[config.mk]
export PLATFORM = sky130hd
export DESIGN_NAME = abaud_detect
export DESIGN_NICKNAME = d
export VERILOG_FILES = /design/src/rtl/abaud_detect.sv
export SDC_FILE = /design/constraint.sdc
export NUM_CORES = 1
export LEC_CHECK = 0
export CAP_MARGIN = 20
export CORE_ASPECT_RATIO = 0.6
export CORE_MARGIN = 4
export CORE_UTILIZATION = 41
export CTS_CLUSTER_DIAMETER = 150
export DETAILED_ROUTE_END_ITERATION = 10
export HOLD_SLACK_MARGIN = 0.08
export PLACE_DENSITY_LB_ADDON = 0.08
export SLEW_MARGIN = 20
export SYNTH_ARGS = -nofsm -noshare
export SYNTH_HDL_FRONTEND = slang
export SYNTH_SLANG_ARGS = --single-unit
[constraint.sdc]
create_clock -name CLK -period 4.8 [get_ports CLK]
set_clock_uncertainty 0.15 [all_clocks]
set_input_delay 0.96 -clock CLK [delete_from_list [all_inputs] [get_ports CLK]]
set_output_delay 0.96 -clock CLK [all_outputs]
set_load 0.01 [all_outputs]
[src/rtl/abaud_detect.sv]
// abaud_detect: auto-baud detector that times a 0x55 character and loads a baud divisor.
// Ports:
//   CLK     - single clock, rising edge
//   RST     - asynchronous active-high reset
//   UXRX    - asynchronous serial line, idle high
//   ABAUD   - level request: high arms detection, low aborts / re-enables
//   OVF_CLR - one-cycle clear of ABDOVF
//   BRG     - last successful baud divisor
//   UXRXIF  - one-cycle completion pulse
//   BUSY    - high while a detection is armed or running
//   ABDOVF  - sticky measurement-counter overflow flag
module abaud_detect #(
    parameter int CNT_W       = 16,
    parameter int FALLS       = 4,
    parameter int DIV_SHIFT   = 3,
    parameter int SYNC_STAGES = 2
) (
    input  logic             CLK,
    input  logic             RST,
    input  logic             UXRX,
    input  logic             ABAUD,
    input  logic             OVF_CLR,
    output logic [CNT_W-1:0] BRG,
    output logic             UXRXIF,
    output logic             BUSY,
    output logic             ABDOVF
);
    typedef enum logic [2:0] {
        S_IDLE,
        S_ARM,
        S_WAIT_START,
        S_MEASURE,
        S_DONE,
        S_HOLD
    } state_t;

    localparam logic [3:0] LP_FALLS = 4'(FALLS);

    state_t                 r_state;
    state_t                 w_state_nxt;
    logic [SYNC_STAGES-1:0] r_sync;
    logic                   r_prev;
    logic [CNT_W-1:0]       r_cnt;
    logic [3:0]             r_falls;
    logic                   w_rx;
    logic                   w_fall;
    logic                   w_full;
    logic                   w_last_fall;
    logic                   w_start;
    logic                   w_load;
    logic                   w_ovf;
    logic [CNT_W-1:0]       w_brg;

    // Every edge sees the same synchronizer delay, so fall-to-fall spacing is exact.
    assign w_rx        = r_sync[SYNC_STAGES-1];
    assign w_fall      = !w_rx && r_prev;
    assign w_full      = &r_cnt;
    assign w_last_fall = w_fall && (r_falls + 4'd1 == LP_FALLS);

    // C = r_cnt + 1 is the start-to-final-fall spacing; round it to nearest on the divide.
    if (DIV_SHIFT == 0) begin : g_nodiv
        assign w_brg = r_cnt + CNT_W'(1);
    end else begin : g_div
        localparam logic [CNT_W:0] LP_HALF = (CNT_W+1)'(2 ** (DIV_SHIFT - 1));
        logic [CNT_W:0] w_sum;
        assign w_sum = {1'b0, r_cnt} + (CNT_W+1)'(1) + LP_HALF;
        assign w_brg = CNT_W'(w_sum >> DIV_SHIFT);
    end

    always_ff @(posedge CLK or posedge RST) begin
        if (RST) begin
            r_sync <= '1;
            r_prev <= 1'b1;
        end else begin
            r_sync <= {r_sync[SYNC_STAGES-2:0], UXRX};
            r_prev <= w_rx;
        end
    end

    always_ff @(posedge CLK or posedge RST) begin
        if (RST) r_state <= S_IDLE;
        else     r_state <= w_state_nxt;
    end

    // Abort takes priority, then overflow (so a final fall on the all-ones count overflows).
    always_comb begin
        w_state_nxt = r_state;
        w_start     = 1'b0;
        w_load      = 1'b0;
        w_ovf       = 1'b0;
        case (r_state)
            S_IDLE: begin
                if (ABAUD) w_state_nxt = S_ARM;
            end
            S_ARM: begin
                if (!ABAUD)    w_state_nxt = S_IDLE;
                else if (w_rx) w_state_nxt = S_WAIT_START;
            end
            S_WAIT_START: begin
                if (!ABAUD) w_state_nxt = S_IDLE;
                else if (w_fall) begin
                    w_start     = 1'b1;
                    w_state_nxt = S_MEASURE;
                end
            end
            S_MEASURE: begin
                if (!ABAUD) w_state_nxt = S_IDLE;
                else if (w_full) begin
                    w_ovf       = 1'b1;
                    w_state_nxt = S_HOLD;
                end else if (w_last_fall) begin
                    w_load      = 1'b1;
                    w_state_nxt = S_DONE;
                end
            end
            S_DONE:  w_state_nxt = S_HOLD;
            S_HOLD: begin
                if (!ABAUD) w_state_nxt = S_IDLE;
            end
            default: w_state_nxt = S_IDLE;
        endcase
        BUSY   = (r_state == S_ARM) || (r_state == S_WAIT_START) || (r_state == S_MEASURE);
        UXRXIF = (r_state == S_DONE);
    end

    always_ff @(posedge CLK or posedge RST) begin
        if (RST) begin
            r_cnt   <= '0;
            r_falls <= '0;
        end else if (w_start) begin
            r_cnt   <= '0;
            r_falls <= '0;
        end else if (r_state == S_MEASURE) begin
            r_cnt   <= r_cnt + CNT_W'(1);
            r_falls <= w_fall ? r_falls + 4'd1 : r_falls;
        end
    end

    always_ff @(posedge CLK or posedge RST) begin
        if (RST) begin
            BRG    <= '0;
            ABDOVF <= 1'b0;
        end else begin
            if (w_load) BRG <= w_brg;
            ABDOVF <= w_ovf ? 1'b1 : (OVF_CLR ? 1'b0 : ABDOVF);
        end
    end
endmodule

== Word-level counts from Yosys, hierarchy flattened ==
Cells that the tools add are included.

* Add/sub/neg operators: 4
* Equal/unequal tests: 11
* Muxes and demuxes: 27
* Reduce and logical (&&, ||, !) cells: 12

{| class="wikitable"
|+ Operators with widths
! cell !! number
|-
| 16-bit 2-to-1 mux || 2
|-
| 3-bit 2-to-1 mux || 9
|-
| 3-bit case mux with 6 select lines || 1
|-
| 16-bit by 1-bit adder with 17-bit output, second input constant || 1
|-
| 17-bit by 3-bit adder with 17-bit output, second input constant || 1
|-
| 16-bit by 1-bit adder with 16-bit output, second input constant || 1
|-
| 16-bit AND reduction || 1
|-
| 1-bit 2-to-1 mux || 12
|-
| 4-bit 2-to-1 mux || 3
|-
| 3-bit by 2-bit == test with 1-bit output, second input constant || 2
|-
| 3-bit == test, second input constant || 2
|-
| 3-bit != test, second input constant || 2
|-
| 2-bit nonzero test || 3
|-
| 5-bit AND reduction || 1
|-
| 4-bit by 1-bit adder with 4-bit output, second input constant || 1
|-
| 4-bit by 3-bit == test with 1-bit output, second input constant || 1
|-
| 2-bit != test, second input constant || 2
|-
| 4-bit != test, second input constant || 1
|-
| 3-bit by 1-bit == test with 1-bit output, second input constant || 1
|-
| 3-bit zero test || 1
|-
| 1-bit logical AND || 2
|-
| 1-bit logical OR || 2
|-
| 2-bit AND reduction || 1
|-
| 1-bit zero test || 1
|}

* Flip-flop bits (word level): 41
* Input bits: 5
* Output and inout port bits: 19

== Depth between registers and ports, before layout ==
Gate-level depths: netlist of run 1.

* Depth after elaboration: 7
* Mapped depth: 7

== Worst setup path after synthesis of run 1 ==
Ideal clock, no wire load.

* Kind: input to register
* Start point: input port ABAUD
* End point: register BRG[0]
* Library setup time: 0.125 ns
* Data arrival time: 2.079 ns
* Data required time: 4.525 ns
* Setup slack: 2.446 ns
* Cell stages on the path: 5
* Path buffers: 1
* Cells stage by stage: and2b_2 > nand3_1 > nor3_4 > buf_6 > mux2_4

* Longest elaborated chain between the ends: 2

{| class="wikitable"
|+ RTL lines
! what !! line !! source
|-
| from (decl) || 21 || <nowiki>input logic ABAUD,</nowiki>
|-
| 1-bit 2-to-1 mux || 107 || <nowiki>if (!ABAUD) w_state_nxt = S_IDLE;</nowiki>
|-
| 1-bit 2-to-1 mux || 91 || <nowiki>case (r_state)</nowiki>
|-
| to (signal assigned) || 144 || <nowiki>if (w_load) BRG <= w_brg;</nowiki>
|-
| to (decl) || 23 || <nowiki>output logic [CNT_W-1:0] BRG,</nowiki>
|}

Every way passes these cells.
A chain may end at the register's enable or synchronous reset.

== Worst setup path after layout of run 1 ==
* Start point: input port ABAUD
* End point: register BRG[13]

The elaborated chain is that of the path after synthesis.

==> impl_metrics.toml, run 1 <==
[setup_path]
critPathBufInv = 1
path_cells = "clkdlybuf4s50_1, and2b_2, nand3_1, nor3_4, mux2_2"
critical-path-top-delay-family = "simple AND/OR/NAND/NOR gates"
crit_fanout = 14
worstSetupPathType = "in2reg"
arrival_ps = 3230
delay_of_the_slowest_cell_on_the_worst_path_ps = 870
r2r-end = "BRG[13]"
worst-r2r-setup-slack_ps = 2090
worst_ep_required_time_ps = 4820
cp_slowest_cell = "nor3_4"
r2r-start = "r_falls[0]"
critPathLaunchType = "input pin"
crit_path_end_kind = "flip-flop"
r2r.worst_path.cells = 6

[logic_synthesis]
postSynthAreaPerCell_um2 = 10.56
yosys_most_used_dff = "dfrtp_1"
synth_cell_type_count = 50
synth_cells = 215
synth.yosys.seq_area_share_pct = 45.37
syn_area_um2 = 2270
share_of_synthesized_registers_carrying_an_async_set_or_reset_pct = 100.0
synth_edf_count = 0
synth_warnings = 0
synth-seq-cells = 41

[die]
placementRows = 20
die_area_um2 = 6829
initial_core_util_pct = 43.61
io-pin-count = 24
placeableCoreArea_um2 = 5205
fp.dieH_um = 65.63
fp.dieW_um = 104.1

[finish]
drive_above_1_share_pct = 17.37
layout-area-overhead-vs-synth_pct = 15.05
antennaDiodeCount = 0
finalNetCount = 244
most-common-layout-cells = "38 x dfrtp_1, 21 x nor2_1, 21 x clkdlybuf4s50_1"
final_common_cell = "dfrtp_1"

[clock_tree]
cts.path.max_buffers = 2
cts_htree_levels = 2
cts.clk_slew.worst_paths_ps = 70
clock_tree_from_tritoncts = "done"
cts.sinks = 41
resized_after_cts = 0
number_of_buffers_added_for_setup_after_cts = 0
cts_made_buffers = 5
post_cts_hold_buffer_count = 0
cts-root-buf = "clkbuf_8"
worst_skew_pair.late_latency_ps = 290

[sta]
final_hold_viol_count = 0
period_needed_ps = 3208
report.final.slew_viol_count = 0
rsz_0062_raised_after_global_routing = "no"
max_slew.worst_pin.slew_ps = 961.7
finalSetupTns_ps = 0
worst_slew_margin_rel_pct = 35.68
final-setup-viol-count = 0
finalHoldWorstSlack_ps = 210.3
max_clock_freq_mhz = 311.7
layout_worst_path_cycle_share_pct = 66.84

[detailed_routing]
detailedRoute.firstPassIterationCount = 4
wire_per_inst_um = 15.33
routed_via_density = 5.215
antenna_violating_nets_post_route = 0
drtIter0Drc = 57
total_detailed_routing_wirelength_mm = 4.630
vias = 1575
route.detailed.drc = 0

[pwr]
power-per-cell-area_nw_per_um2 = 381.1
p_leak_nw = 1.094
ir_drop_v = 0.0001582

[global_routing]
globalRoute.totalOverflow = 0
grt_start_max_net_pins = 42
grt_first_pass_wirelength_mm = 7.866
vias_in_the_first_global_route = 1537
antenna_found_initial = 0
grt_use_total_pct = 14.65

[hold_path]
timing.hold.worst_path_depth = 0
hold_start = "r_sync[0]"
class_of_the_worst_hold_path = "reg2reg"
hold-path-endpoint = "r_sync[1]"

[placed_design]
dp_hpwl_mm = 3.290
place_congestion = 0.7411
buffer_ports.inserted = 21

[run_status]
run_status = "finished clean"

[flow_run]
maxCapViolCount = 0
-- Yosys cell counts (all sizes together) (5+ instances only) --
library cell,instances,area share (%)
nand2,14,2.4
nand4,5,2.0
o21ai,13,2.9
mux2,14,8.6
xnor2,13,5.0
nor2,23,4.2
a21oi,10,2.2
nand3,9,2.5
nor3,10,2.7
inv,5,0.83
dfrtp,38,42
buf,6,1.8
xor2,13,5.0
-- worst max-delay path by stage --
stage               startpoint       to  slack (ps)  depth (start not counted)
floorplan                ABAUD   BRG[0]        2450                          5
global placement         ABAUD  BRG[10]        1420                          5
detailed placement       ABAUD  BRG[12]        1340                          5
CTS                      ABAUD  BRG[10]        1640                          5
global route             ABAUD  BRG[12]        1460                          5
finish                   ABAUD  BRG[13]        1590                          5
-- area by class of cell --
type | instances | area [µm²]
flip-flops and latches | 41 | 1030
inverters | 5 | 18.77
well taps | 66 | 82.58
repair buffers | 22 | 217.7
fillers | 478 | 2594
clock buffers | 7 | 86.33
multi-input cells | 161 | 1176
-- registers in the layout, summed over array words and instances (netlist names) --
signal and cells:
BRG 14, r_state 3, ABDOVF 1, r_cnt 16
r_prev 1, r_falls 4, r_sync 2
-- metal layers --
metal	vias to the layer above	wire length, µm	track usage, %
li1	786	-	-
met1	751	2449	21.60
met2	34	1887	21.36
met3	4	256	3.533
met4	0	36	3.980
met5	-	0	0
-- per-stage QoR --
step	util [%]	cell area, µm²	cells	total power [mW]	worst slack, ps
after global placement	48.39	2519	295	0.7620	1422
after floorplan	-	2273	216	0.7074	2446
final	50.17	2611	302	0.9953	1592
after CTS	50.05	2605	302	1.009	1639
after detailed placement	48.39	2519	295	0.7730	1336
after global routing	50.17	2611	302	1.069	1463
-- where the power goes --
group / internal (mW) / switching, mW
Sequential: 0.412 / 0.118
Combinational: 0.116 / 0.122
Clock: 0.114 / 0.113
Total: 0.642 / 0.353
-- cell families after synthesis --
group                    Yosys count  share of synthesized area [%]
AO/OA/AOI/OAI                     32                          7.994
buffers and inverters             14                          3.252
flip-flops                        41                          45.37
AND/OR/NAND/NOR                   84                          22.93
XOR/XNOR                          26                          10.03
multiplexers                      14                          8.599
other                              1                         0.1652
adder cells (fa/ha/maj)            3                          1.654
No activity file was read; power rests on OpenSTA's default activity.
==> run 2: changes to the inputs <==
- clock period: 4.8 -> 3.25 ns (I/O delays scaled with it)
==> impl_metrics.toml, run 2 (synthesized netlist as in run 1, its figures left out) <==
[setup_path]
path_cells = "inv_1, a21oi_1, clkdlybuf4s50_1"
worstSetupPathType = "reg2out"
delay_of_the_slowest_cell_on_the_worst_path_ps = 610
arrival_ps = 1800
r2r-end = "BRG[12]"
worst-r2r-setup-slack_ps = 900
r2r.worst_path.cells = 7
critPathLaunchType = "flip-flop"
cp_slowest_cell = "dfrtp_1"
worst_ep_required_time_ps = 2450
critPathCapture = "BUSY"
crit_path_end_kind = "primary output"
r2r-start = "r_falls[0]"
crit_fanout = 12
critPathLaunch = "r_state[0]"

[sta]
rsz_0062_raised_after_global_routing = "no"
layout_worst_path_cycle_share_pct = 79.92
report.final.slew_viol_count = 0
max_slew.worst_pin.slew_ps = 640.5
worst_slew_margin_rel_pct = 57.26
finalSetupTns_ps = 0
final-setup-viol-count = 0
postLayoutSetupSlackWorst_ps = 652.7
max_clock_freq_mhz = 385.0
final_hold_viol_count = 0
period_needed_ps = 2597

[clock_tree]
cts.clk_slew.worst_paths_ps = 80
cts-root-buf = "clkbuf_8"
resized_after_cts = 0
clock_tree_from_tritoncts = "done"
number_of_buffers_added_for_setup_after_cts = 0
cts_made_buffers = 5
worst_skew_pair.late_latency_ps = 290
cts.path.max_buffers = 2
cts.sinks = 41
post_cts_hold_buffer_count = 0
cts_htree_levels = 2

[hold_path]
class_of_the_worst_hold_path = "reg2reg"

[global_routing]
antenna_found_initial = 0
vias_in_the_first_global_route = 1656
grt_use_total_pct = 15.30
grt_start_max_net_pins = 42
globalRoute.totalOverflow = 0
grt_first_pass_wirelength_mm = 8.314

[finish]
most-common-layout-cells = "38 x dfrtp_1, 21 x nor2_1, 21 x clkdlybuf4s50_1"
fillers = 469
antennaDiodeCount = 0
flip_flop_count_of_the_largest_register_after_layout = 16
drive_above_1_share_pct = 19.17
finalNonFillerCells = 306
utilization_pct = 50.77
most_flops_register = "r_cnt"
largest_registers = "r_cnt x16, BRG x14, r_falls x4"
finalNetCount = 247
layout-area-overhead-vs-synth_pct = 16.43
final_common_cell = "dfrtp_1"

[die]
io-pin-count = 24
fp.dieH_um = 65.63
placeableCoreArea_um2 = 5205
initial_core_util_pct = 43.61
die_area_um2 = 6829
placementRows = 20
fp.dieW_um = 104.1

[pwr]
p_leak_nw = 1.112
power-per-cell-area_nw_per_um2 = 573.5
pwr-share-clk_pct = 24.6
share_seq_of_total_power_pct = 52.0
p_int_mw = 0.9732
pwr-share-comb_pct = 23.5
p_switching_mw = 0.5424
netSwitchingFraction_pct = 35.79
ir_drop_v = 0.0002413

[detailed_routing]
route.detailed.drc = 0
antenna_violating_nets_post_route = 0
drtIter0Drc = 45
detailedRoute.firstPassIterationCount = 4
routed_via_density = 5.327
wire_per_inst_um = 15.71
total_detailed_routing_wirelength_mm = 4.806
vias = 1630

[placed_design]
pre_cts_slack_ps = 446.6
place_congestion = 0.7466
buffer_ports.inserted = 21
dp_hpwl_mm = 3.388
placed_cells = 298

[flow_run]
maxCapViolCount = 0

[run_status]
run_status = "finished clean"
## run 2: cell type report
| class | instances | area [µm²] | area share, % |
|---|---|---|---|
| well taps | 66 | 82.58 | 3.125 |
| multi-input cells | 161 | 1170 | 44.27 |
| clock inverters | 1 | 5.005 | 0.1894 |
| clock buffers | 7 | 96.34 | 3.646 |
| flip-flops and latches | 41 | 1030 | 38.97 |
| repair buffers | 25 | 240.2 | 9.091 |
| inverters | 5 | 18.77 | 0.7102 |
## run 2: critical path, delay by kind of cell, from the launching register on
| family | cells | cell delay [ps] |
|---|---|---|
| flops | 1 | 610 |
| buf+inv | 2 | 740 |
| compound gates | 1 | 160 |
## run 2: power groups by stage
stage / Clock [mW] / Sequential, mW / Combinational [mW]
after floorplan: 0 / 0.727 / 0.317
after global placement: 0 / 0.785 / 0.339
after detailed placement: 0 / 0.792 / 0.356
after CTS: 0.380 / 0.785 / 0.358
after global routing: 0.410 / 0.806 / 0.412
final: 0.372 / 0.788 / 0.356
## run 2: worst min-delay path by stage
stage               startpoint   endpoint  slack (ps)  cells past startpoint
CTS                  r_sync[0]  r_sync[1]         210                      0
finish               r_sync[0]  r_sync[1]         210                      0
floorplan            r_sync[0]  r_sync[1]         200                      0
global route         r_sync[0]  r_sync[1]         220                      0
global placement     r_sync[0]  r_sync[1]         200                      0
detailed placement   r_sync[0]  r_sync[1]         200                      0
## run 2: metrics by stage
| step | power [mW] | hold slack (ps) | instance area [µm²] |
|---|---|---|---|
| 2_1_floorplan | 1.045 | 195.2 | 2273 |
| 3_3_place_gp | 1.124 | 198.0 | 2541 |
| 3_5_place_dp | 1.148 | 199.4 | 2541 |
| 4_1_cts | 1.523 | 210.4 | 2643 |
| 5_1_grt | 1.627 | 216.4 | 2643 |
| 6_report | 1.516 | 209.8 | 2643 |
## run 2: layer usage
layer	global-route usage (%)	share of wire [%]	vias up	wire length, µm
met2	22.17	41	52	1983
met3	4.416	5.6	2	271
li1	-	-	789	-
met1	22.44	53	787	2531
met5	0	0	-	0
met4	3.483	0.40	0	19
